==> src/rtl/dss_pkg.sv <==
// Shared types and default timing constants for the DSS burst controller.
package dss_pkg;

    // Burst sequencing states
    typedef enum logic [1:0] {
        ST_IDLE    = 2'd0,
        ST_PRE     = 2'd1,
        ST_PAYLOAD = 2'd2,
        ST_TAIL    = 2'd3
    } dss_state_t;

    // Default chip timing: 8 clk per chip, 31 chips per symbol
    localparam int DSS_CHIP_DIV_DEF = 8;
    localparam int DSS_PN_LEN_DEF   = 31;

endpackage

==> src/rtl/dss_chip_timer.sv <==
// Chip/symbol timebase: clk_cnt counts clk cycles within a chip, chip_cnt
// counts chips within a symbol. Both sit at zero while run is low, and are
// also zeroed on the edge where the burst is about to end (stop), so the
// idle block always restarts from a clean symbol boundary.
module dss_chip_timer
    import dss_pkg::*;
#(
    parameter int CHIP_DIV = DSS_CHIP_DIV_DEF,
    parameter int PN_LEN   = DSS_PN_LEN_DEF
)(
    input  logic clk,
    input  logic reset_n,
    input  logic run,
    input  logic stop,
    output logic chip_en,
    output logic sym_en,
    output logic sym_last
);

    localparam int CLK_W  = (CHIP_DIV > 1) ? $clog2(CHIP_DIV) : 1;
    localparam int CHIP_W = (PN_LEN > 1) ? $clog2(PN_LEN) : 1;

    logic [CLK_W-1:0]  clk_cnt;
    logic [CHIP_W-1:0] chip_cnt;
    logic              clk_wrap;
    logic              chip_wrap;

    assign clk_wrap  = (clk_cnt == CLK_W'(CHIP_DIV - 1));
    assign chip_wrap = (chip_cnt == CHIP_W'(PN_LEN - 1));

    // Free-running chip/symbol counters, held at zero outside a burst
    always_ff @(posedge clk or negedge reset_n) begin
        if (!reset_n) begin
            clk_cnt  <= '0;
            chip_cnt <= '0;
        end else if (!run || stop) begin
            clk_cnt  <= '0;
            chip_cnt <= '0;
        end else if (clk_wrap) begin
            clk_cnt  <= '0;
            chip_cnt <= chip_wrap ? '0 : chip_cnt + CHIP_W'(1);
        end else begin
            clk_cnt  <= clk_cnt + CLK_W'(1);
        end
    end

    assign chip_en  = run && (clk_cnt == '0);
    assign sym_en   = chip_en && (chip_cnt == '0);
    assign sym_last = run && clk_wrap && chip_wrap;

endmodule

==> src/rtl/dss_burst_ctrl.sv <==
// DSS burst controller: sequences an optional preamble, the payload symbols
// and a shaping-filter flush tail, generating chip/symbol strobes for the
// PN spreader and pulling one source bit per payload symbol.
// Optional feature: define DSS_PREAMBLE_EN to insert PRE_SYMS alternating
// 1,0,1,... preamble symbols ahead of the payload.
module dss_burst_ctrl
    import dss_pkg::*;
#(
    parameter int CHIP_DIV  = DSS_CHIP_DIV_DEF,
    parameter int PN_LEN    = DSS_PN_LEN_DEF,
    parameter int LEN_W     = 12,
    parameter int TAIL_CLKS = 64,
    parameter int PRE_SYMS  = 16
)(
    input  logic             clk,
    input  logic             reset_n,
    input  logic             start,
    input  logic [LEN_W-1:0] len,
    input  logic             abort,
    input  logic             bit_valid,
    input  logic             bit_data,
    output logic             bit_ready,
    output logic             chip_en,
    output logic             sym_en,
    output logic             pn_load,
    output logic             sym_data,
    output logic             tx_active,
    output logic             underrun,
    output logic             done
);

    localparam int TAIL_W = (TAIL_CLKS > 1) ? $clog2(TAIL_CLKS) : 1;

    dss_state_t       state;
    dss_state_t       state_nxt;
    logic [LEN_W-1:0] len_q;
    logic [LEN_W-1:0] sym_cnt;
    logic [TAIL_W-1:0] tail_cnt;
    logic             start_acc;
    logic             tmr_sym_en;
    logic             sym_last;
    logic             tail_last;
    logic             pay_last;
    logic             pay_sym;
    logic             stop;

`ifdef DSS_PREAMBLE_EN
    localparam int PRE_W = $clog2(PRE_SYMS + 1);
    logic [PRE_W-1:0] pre_cnt;
    logic             pre_last;
    logic             pre_sym;

    assign pre_last = sym_last && (pre_cnt == PRE_W'(PRE_SYMS));
    assign pre_sym  = (state == ST_PRE) && sym_en;
`else
    logic unused_pre_syms;
    assign unused_pre_syms = (PRE_SYMS != 0);
`endif

    assign tx_active = (state != ST_IDLE);
    assign start_acc = (state == ST_IDLE) && start && !abort;
    assign tail_last = (tail_cnt == TAIL_W'(TAIL_CLKS - 1));
    assign pay_last  = sym_last && (sym_cnt == len_q);
    assign stop      = (state_nxt == ST_IDLE);
    assign sym_en    = tmr_sym_en && ((state == ST_PRE) || (state == ST_PAYLOAD));
    assign pay_sym   = (state == ST_PAYLOAD) && sym_en;
    assign bit_ready = pay_sym;

    dss_chip_timer #(
        .CHIP_DIV (CHIP_DIV),
        .PN_LEN   (PN_LEN)
    ) u_timer (
        .clk      (clk),
        .reset_n  (reset_n),
        .run      (tx_active),
        .stop     (stop),
        .chip_en  (chip_en),
        .sym_en   (tmr_sym_en),
        .sym_last (sym_last)
    );

    // State register
    always_ff @(posedge clk or negedge reset_n) begin
        if (!reset_n) state <= ST_IDLE;
        else          state <= state_nxt;
    end

    // Next-state logic; abort overrides everything, including a start in IDLE
    always_comb begin
        state_nxt = state;
        if (abort) begin
            state_nxt = ST_IDLE;
        end else begin
            case (state)
                ST_IDLE: begin
                    if (start) begin
`ifdef DSS_PREAMBLE_EN
                        state_nxt = ST_PRE;
`else
                        state_nxt = (len == '0) ? ST_TAIL : ST_PAYLOAD;
`endif
                    end
                end
`ifdef DSS_PREAMBLE_EN
                ST_PRE: begin
                    if (pre_last) state_nxt = (len_q == '0) ? ST_TAIL : ST_PAYLOAD;
                end
`endif
                ST_PAYLOAD: begin
                    if (pay_last) state_nxt = ST_TAIL;
                end
                ST_TAIL: begin
                    if (tail_last) state_nxt = ST_IDLE;
                end
                default: state_nxt = ST_IDLE;
            endcase
        end
    end

    // Burst length latch and symbol/tail progress counters
    always_ff @(posedge clk or negedge reset_n) begin
        if (!reset_n) begin
            len_q    <= '0;
            sym_cnt  <= '0;
            tail_cnt <= '0;
        end else if (start_acc) begin
            len_q    <= len;
            sym_cnt  <= '0;
            tail_cnt <= '0;
        end else begin
            if (stop)         sym_cnt <= '0;
            else if (pay_sym) sym_cnt <= sym_cnt + LEN_W'(1);
            if ((state == ST_TAIL) && (state_nxt == ST_TAIL)) tail_cnt <= tail_cnt + TAIL_W'(1);
            else                                              tail_cnt <= '0;
        end
    end

`ifdef DSS_PREAMBLE_EN
    // Preamble symbol counter
    always_ff @(posedge clk or negedge reset_n) begin
        if (!reset_n)       pre_cnt <= '0;
        else if (start_acc) pre_cnt <= '0;
        else if (stop)      pre_cnt <= '0;
        else if (pre_sym)   pre_cnt <= pre_cnt + PRE_W'(1);
    end
`endif

    // Registered strobes and flags: reseed pulse, completion pulse, underrun
    always_ff @(posedge clk or negedge reset_n) begin
        if (!reset_n) begin
            pn_load  <= 1'b0;
            done     <= 1'b0;
            underrun <= 1'b0;
        end else begin
            pn_load <= start_acc;
            done    <= (state == ST_TAIL) && tail_last && !abort;
            if (start_acc)                  underrun <= 1'b0;
            else if (pay_sym && !bit_valid) underrun <= 1'b1;
        end
    end

    // Symbol bit: source bit (or 0 on underrun) at payload boundaries,
    // alternating pattern in preamble, forced 0 in tail and idle
    always_ff @(posedge clk or negedge reset_n) begin
        if (!reset_n) begin
            sym_data <= 1'b0;
        end else if ((state_nxt == ST_IDLE) || (state_nxt == ST_TAIL)) begin
            sym_data <= 1'b0;
        end else if (pay_sym) begin
            sym_data <= bit_valid & bit_data;
`ifdef DSS_PREAMBLE_EN
        end else if (pre_sym) begin
            sym_data <= ~pre_cnt[0];
`endif
        end
    end

endmodule

==> config.mk <==
export PLATFORM = sky130hd
export DESIGN_NAME = dss_burst_ctrl
export DESIGN_NICKNAME = d
export VERILOG_FILES = /design/src/rtl/dss_pkg.sv /design/src/rtl/dss_chip_timer.sv /design/src/rtl/dss_burst_ctrl.sv
export SDC_FILE = /design/constraint.sdc
export NUM_CORES = 1
export LEC_CHECK = 0
export ABC_AREA = 1
export CAP_MARGIN = 20
export CORE_AREA = 2 2 91 93
export DETAILED_ROUTE_END_ITERATION = 16
export DIE_AREA = 0 0 93 95
export GPL_ROUTABILITY_DRIVEN = 0
export PLACE_DENSITY_LB_ADDON = 0.12
export SLEW_MARGIN = 30
export SYNTH_ARGS = -nofsm -noshare
export SYNTH_HDL_FRONTEND = slang
export SYNTH_HIERARCHICAL = 1
export SYNTH_SLANG_ARGS = --single-unit
==> constraint.sdc <==
create_clock -name clk -period 3.87 [get_ports clk]
set_input_delay 0.774 -clock clk [delete_from_list [all_inputs] [get_ports clk]]
set_output_delay 0.774 -clock clk [all_outputs]
set_load 0.1 [all_outputs]
Word level (Yosys, flattened, before mapping). Cells that the tools add are included. Widths: inputs -> output; s select.

$add $sub $neg: 4. Equality and inequality tests: 8. Reduce and logical (&&, ||, !) cells: 29. Mux-type cells: 20. Bitwise logic cells: 1.

Operator list (number): $mux 12 (3); $mux 5 (3); $logic_and 1x1->1 (13); $add 12x1->12 const B (1); $eq 12x12->1 (1); $logic_not 12->1 (1); $mux 6 (2); $mux 2 (4); $reduce_bool 2->1 (4); $add 6x1->6 const B (1); $eq 2x2->1 const B (3); $eq 6x6->1 const B (1); $mux 3 (2); $pmux 2 s3 (1); $add 5x1->5 const B (1); $eq 5x5->1 const B (1); $logic_not 5->1 (1); $mux 1 (5); $logic_not 2->1 (2); $add 3x1->3 const B (1); $eq 3x3->1 const B (1); $logic_not 1->1 (3); $logic_not 3->1 (1); $logic_or 1x1->1 (3); other kinds (3) (3).

Input port bits: 18. Output and inout bits: 8. Flip-flop bits (word level): 44.

Logic depth before layout (Yosys ltp).
Depth after elaboration: 11. Mapped depth: 23. Mapped depth without buffers: 23.

Cells and area by module. The synthesis kept the hierarchy.

By module, submodules not included: dss_burst_ctrl (instances 1, seq. area each 900.9 sq um, cells each 262, area an instance 2011.9 sq um); dss_chip_timer (instances 1, seq. area each 200.2 sq um, cells each 64, area an instance 510.5 sq um).

Least setup slack after synthesis. Ideal clock, no wire load.

Path type: flip-flop to output port. Start point: register state[0]. End point: output sym_en. Arrival: 2.422 ns. Setup slack: 0.674 ns. Cell stages (with the launch flop): 8. Path through: dfrtp_1 -> inv_1 -> ha_1 -> inv_1 -> nand2_1 -> nor2_1 -> nand2_1 -> inv_1.

Cells in the longest elaborated chain, start to end: 4. Elaborated cells between the ends (all ways): 7. Those cells by class: eq/ne (2); reduce/logical (5).

RTL lines: start: declaration (RTL line dss_burst_ctrl.sv:34) `dss_state_t state;`; start signal: assignment (RTL line dss_burst_ctrl.sv:85) `else state <= state_nxt;`; $reduce_bool 2->1 (RTL line dss_burst_ctrl.sv:60) `assign tx_active = (state != ST_IDLE);`; via tx_active (RTL line dss_burst_ctrl.sv:27) `output logic tx_active,`; $logic_and 1x1->1 (RTL line dss_chip_timer.sv:47) `assign chip_en = run && (clk_cnt == '0);`; $logic_and 1x1->1 (RTL line dss_chip_timer.sv:48) `assign sym_en = chip_en && (chip_cnt == '0);`; via tmr_sym_en (RTL line dss_burst_ctrl.sv:40) `logic tmr_sym_en;`; $logic_and 1x1->1 (RTL line dss_burst_ctrl.sv:65) `assign sym_en = tmr_sym_en && ((state == ST_PRE) || (state == ST_PAYLOAD));`; end: declaration (RTL line dss_burst_ctrl.sv:24) `output logic sym_en,`.

The timed path passes the listed nets, and every way through them passes these cells.

Worst setup path in the final report.
Start point: register state[0]. End point: output bit_ready.

Cells in the longest elaborated chain, start to end: 5. Elaborated cells between the ends (all ways): 8. Those cells by class: eq/ne (2); reduce/logical (6).

RTL lines: $reduce_bool 2->1 (RTL line dss_burst_ctrl.sv:60); $logic_and 1x1->1 (RTL line dss_chip_timer.sv:47); $logic_and 1x1->1 (RTL line dss_chip_timer.sv:48); via tmr_sym_en (RTL line dss_burst_ctrl.sv:40); $logic_and 1x1->1 (RTL line dss_burst_ctrl.sv:65); $logic_and 1x1->1 (RTL line dss_burst_ctrl.sv:66) `assign pay_sym = (state == ST_PAYLOAD) && sym_en;`; end: declaration (RTL line dss_burst_ctrl.sv:22) `output logic bit_ready,`.

The timed path passes the listed nets, and every way through them passes these cells.

==> results_dict.tcl <==
set metrics [dict create \
    outcome "completed" \
    clock_latency_ns 0.30 \
    ioPinCount 26 \
    viasPerCell 4.50 \
    yosysSeqAreaShare 0.437 \
    setup_viol_count_final 0 \
    hp-class "in -> async" \
    rsz0062_at_grt "no" \
    clkTransAtPathRegs_ns 0.08 \
    grt-ovfl-total 0 \
    core_area_mm2 0.00793 \
    relSlewSlack 0.350 \
    cpPeakStageDelay_ns 0.39 \
    syn_nets 359 \
    dp_hpwl_mm 4.25 \
    final_layout_size_suffix_gt1_frac 0.0952 \
    cts_resized 0 \
    avgSynthCellArea_um2 7.74 \
    skew_ns 0.00983 \
    gr-usage-all-layers 0.141 \
    fin_nets 389 \
    min_period_ns 3.10 \
    first_pass_iters 6 \
    synthCells 326 \
    critPathMaxFanout 10 \
    holdBufCountCts 0 \
    synthToLayoutAreaGrowth_pct 17.8 \
    finalPower_mw 1.19 \
    n_fill_cell 829 \
    synth-main-ff-cell "dfrtp_1" \
    start_util 0.318 \
    ant_nets 0 \
    cp_common_cell "inv_1" \
    syn_area_mm2 0.00252 \
    power_density_mw_per_mm2 402 \
    fin_util 0.375 \
    reg2reg_from "state[0]$_DFF_PN0_" \
    cp_cell_sequence "inv_1 > ha_1 > inv_1 > nand2_1 > nor2_1 > nand2_2 > inv_2 > buf_4" \
    p_leak_nw 1.46 \
    die_x_um 93 \
    ir_drop_v 0.000156 \
    hold_viol_final 0 \
    finalWirelength_mm 5.53 \
    h-tree-depth 2 \
    min_period_over_period 0.800 \
    cts_buffer_depth 2 \
    clkSinkCount 44 \
    drv_slew 0 \
    endpoint_kind "primary output" \
    cp_slowest_cell "dfrtp_1" \
    rows 33 \
    yosysTopAreaCell "dfrtp_1" \
    drt_drc_violations_left 0 \
    clock.fmax_mhz 323 \
    vias 2080 \
    yosysTopAreaCellShare 0.437 \
    yosysWarnings 6 \
    crit_arrival_ns 2.32 \
    worst_pin_slew_ns 0.972 \
    portBuffers 25 \
    finalSetupTns_ns 0 \
    synth_edf_count 0 \
    start_kind "register" \
    required_ns 3.10 \
    wl_per_cell_um 12.0 \
    dieHeight_um 95 \
    synthMostInstantiatedCell "nand2_1" \
    cts_setup_buffers 0 \
    cts_root_buf "clkbuf_8" \
    first_global_vias 2121 \
    grt_start_max_net_pins 45 \
    grt_pass1_wl_mm 9.63 \
    path_class "reg -> out" \
    numCtsBuffers 5 \
    drtIter0Drc 68 \
    startpoint "state[0]$_DFF_PN0_" \
    yosys-top-cells-area "dfrtp_1 (44%), nand2_1 (12%), ha_1 (7.4%), nor2_1 (6.7%), inv_1 (6.5%)" \
    ys_seq_elements 44 \
    register_area_mm2 0.00110 \
    cts_tree "yes" \
    die_area_mm2 0.00884 \
    async_reset_ff_frac 1.00 \
    synth_common_cells "nand2_1 (81), nor2_1 (45), dfrtp_1 (44), inv_1 (44), o21ai_1 (20)" \
    synth.distinct_cells 30 \
    antenna_found_initial 0 \
    multi_input_area_mm2 0.00121 \
    drv_cap 0 \
    antenna_cells 0 \
]
==> per-stage QoR <==
stage | std cells | setup slack, ns | area (µm²) | hold WS [ns]
floorplan | 326 | 0.674 | 2520 | 0.431
global placement | 454 | 0.869 | 2880 | 0.454
detailed placement | 454 | 0.887 | 2880 | 0.460
CTS | 462 | 0.737 | 2970 | 0.471
global route | 462 | 0.544 | 2970 | 0.496
finish | 462 | 0.773 | 2970 | 0.464
==> final timing paths <==
kind | to | slack, ns | depth (start not counted)
min reg2reg | u_timer/clk_cnt[0]$_DFF_PN0_ | 0.46 | 1
max in group asynchronous | u_timer/clk_cnt[1]$_DFF_PN0_ | 3.01 | 1
max | bit_ready | 0.77 | 8
min in group clk | u_timer/clk_cnt[0]$_DFF_PN0_ | 0.46 | 1
min | len_q[4]$_DFFE_PN0P_ | 0.46 | 1
max reg2reg | sym_cnt[8]$_DFFE_PN0P_ | 1.09 | 20
==> power breakdown <==
group / switching (mW) / internal (mW) / leakage, nW / total (mW)
logic: 0.256 / 0.107 / 0.820 / 0.363
clock network: 0.155 / 0.146 / 0.0455 / 0.301
registers: 0.0272 / 0.504 / 0.592 / 0.531
==> flip-flops by register name, summed over array words and instances, names as in the netlist <==
signal	flops
u_timer/clk_cnt	3
done	1
u_timer/chip_cnt	5
tail_cnt	6
pn_load	1
state	2
sym_cnt	12
len_q	12
sym_data	1
underrun	1
==> area by class of cell <==
| type | instances | share of cell area |
|---|---|---|
| Clock buffer | 8 | 0.0303 |
| Inverter | 53 | 0.0669 |
| Multi-Input combinational cell | 227 | 0.408 |
| Sequential cell | 44 | 0.371 |
| Tap cell | 105 | 0.0442 |
| Timing Repair Buffer | 25 | 0.0800 |
==> metal layers <==
layer,up-vias,share of wire,global-route usage
met5,-,0,0
met4,0,0.018,0.0527
met3,12,0.029,0.0279
met2,24,0.50,0.248
met1,959,0.46,0.170
li1,1085,-,-
==> layout by cell type, fill, tap and decap left out, drive strengths merged <==
| master | Yosys | layout |
|---|---|---|
| nand3 | 22 | 22 |
| a21oi | 9 | 9 |
| nor4 | 2 | 2 |
| xnor2 | 2 | 2 |
| o21ai | 23 | 23 |
| o211ai | 1 | 1 |
| or2 | 1 | 1 |
| dfrtp | 44 | 44 |
| nor3b | 4 | 4 |
| a21o | 1 | 1 |
| nor2 | 49 | 49 |
| inv | 53 | 53 |
| a31oi | 1 | 1 |
| ha | 15 | 15 |
| nand4 | 4 | 4 |
| and3 | 2 | 2 |
| clkdlybuf4s50 | 0 | 20 |
| clkbuf | 0 | 8 |
| xor2 | 1 | 1 |
| nor3 | 5 | 5 |
| nand2 | 85 | 85 |
| buf | 2 | 5 |
==> worst max-delay path, delay by kind of cell (launching register included) <==
| family | cells | cell delay [ns] |
|---|---|---|
| adder cells (fa/ha/maj) | 1 | 0.27 |
| buffers and inverters | 4 | 0.87 |
| flip-flops | 1 | 0.39 |
| AND/OR/NAND/NOR | 3 | 0.48 |
==> logic make-up (layout without fill, tap and decap cells) <==
logic type               after synthesis  after routing  synth area share
AO/OA/AOI/OAI                         35             35            0.0734
flip-flops                            44             44             0.437
adder cells (fa/ha/maj)               15             15            0.0744
AND/OR/NAND/NOR                      174            174             0.322
XOR/XNOR                               3              3            0.0104
buffers and inverters                 55             86            0.0828
Power figures use the tool's default switching activity.
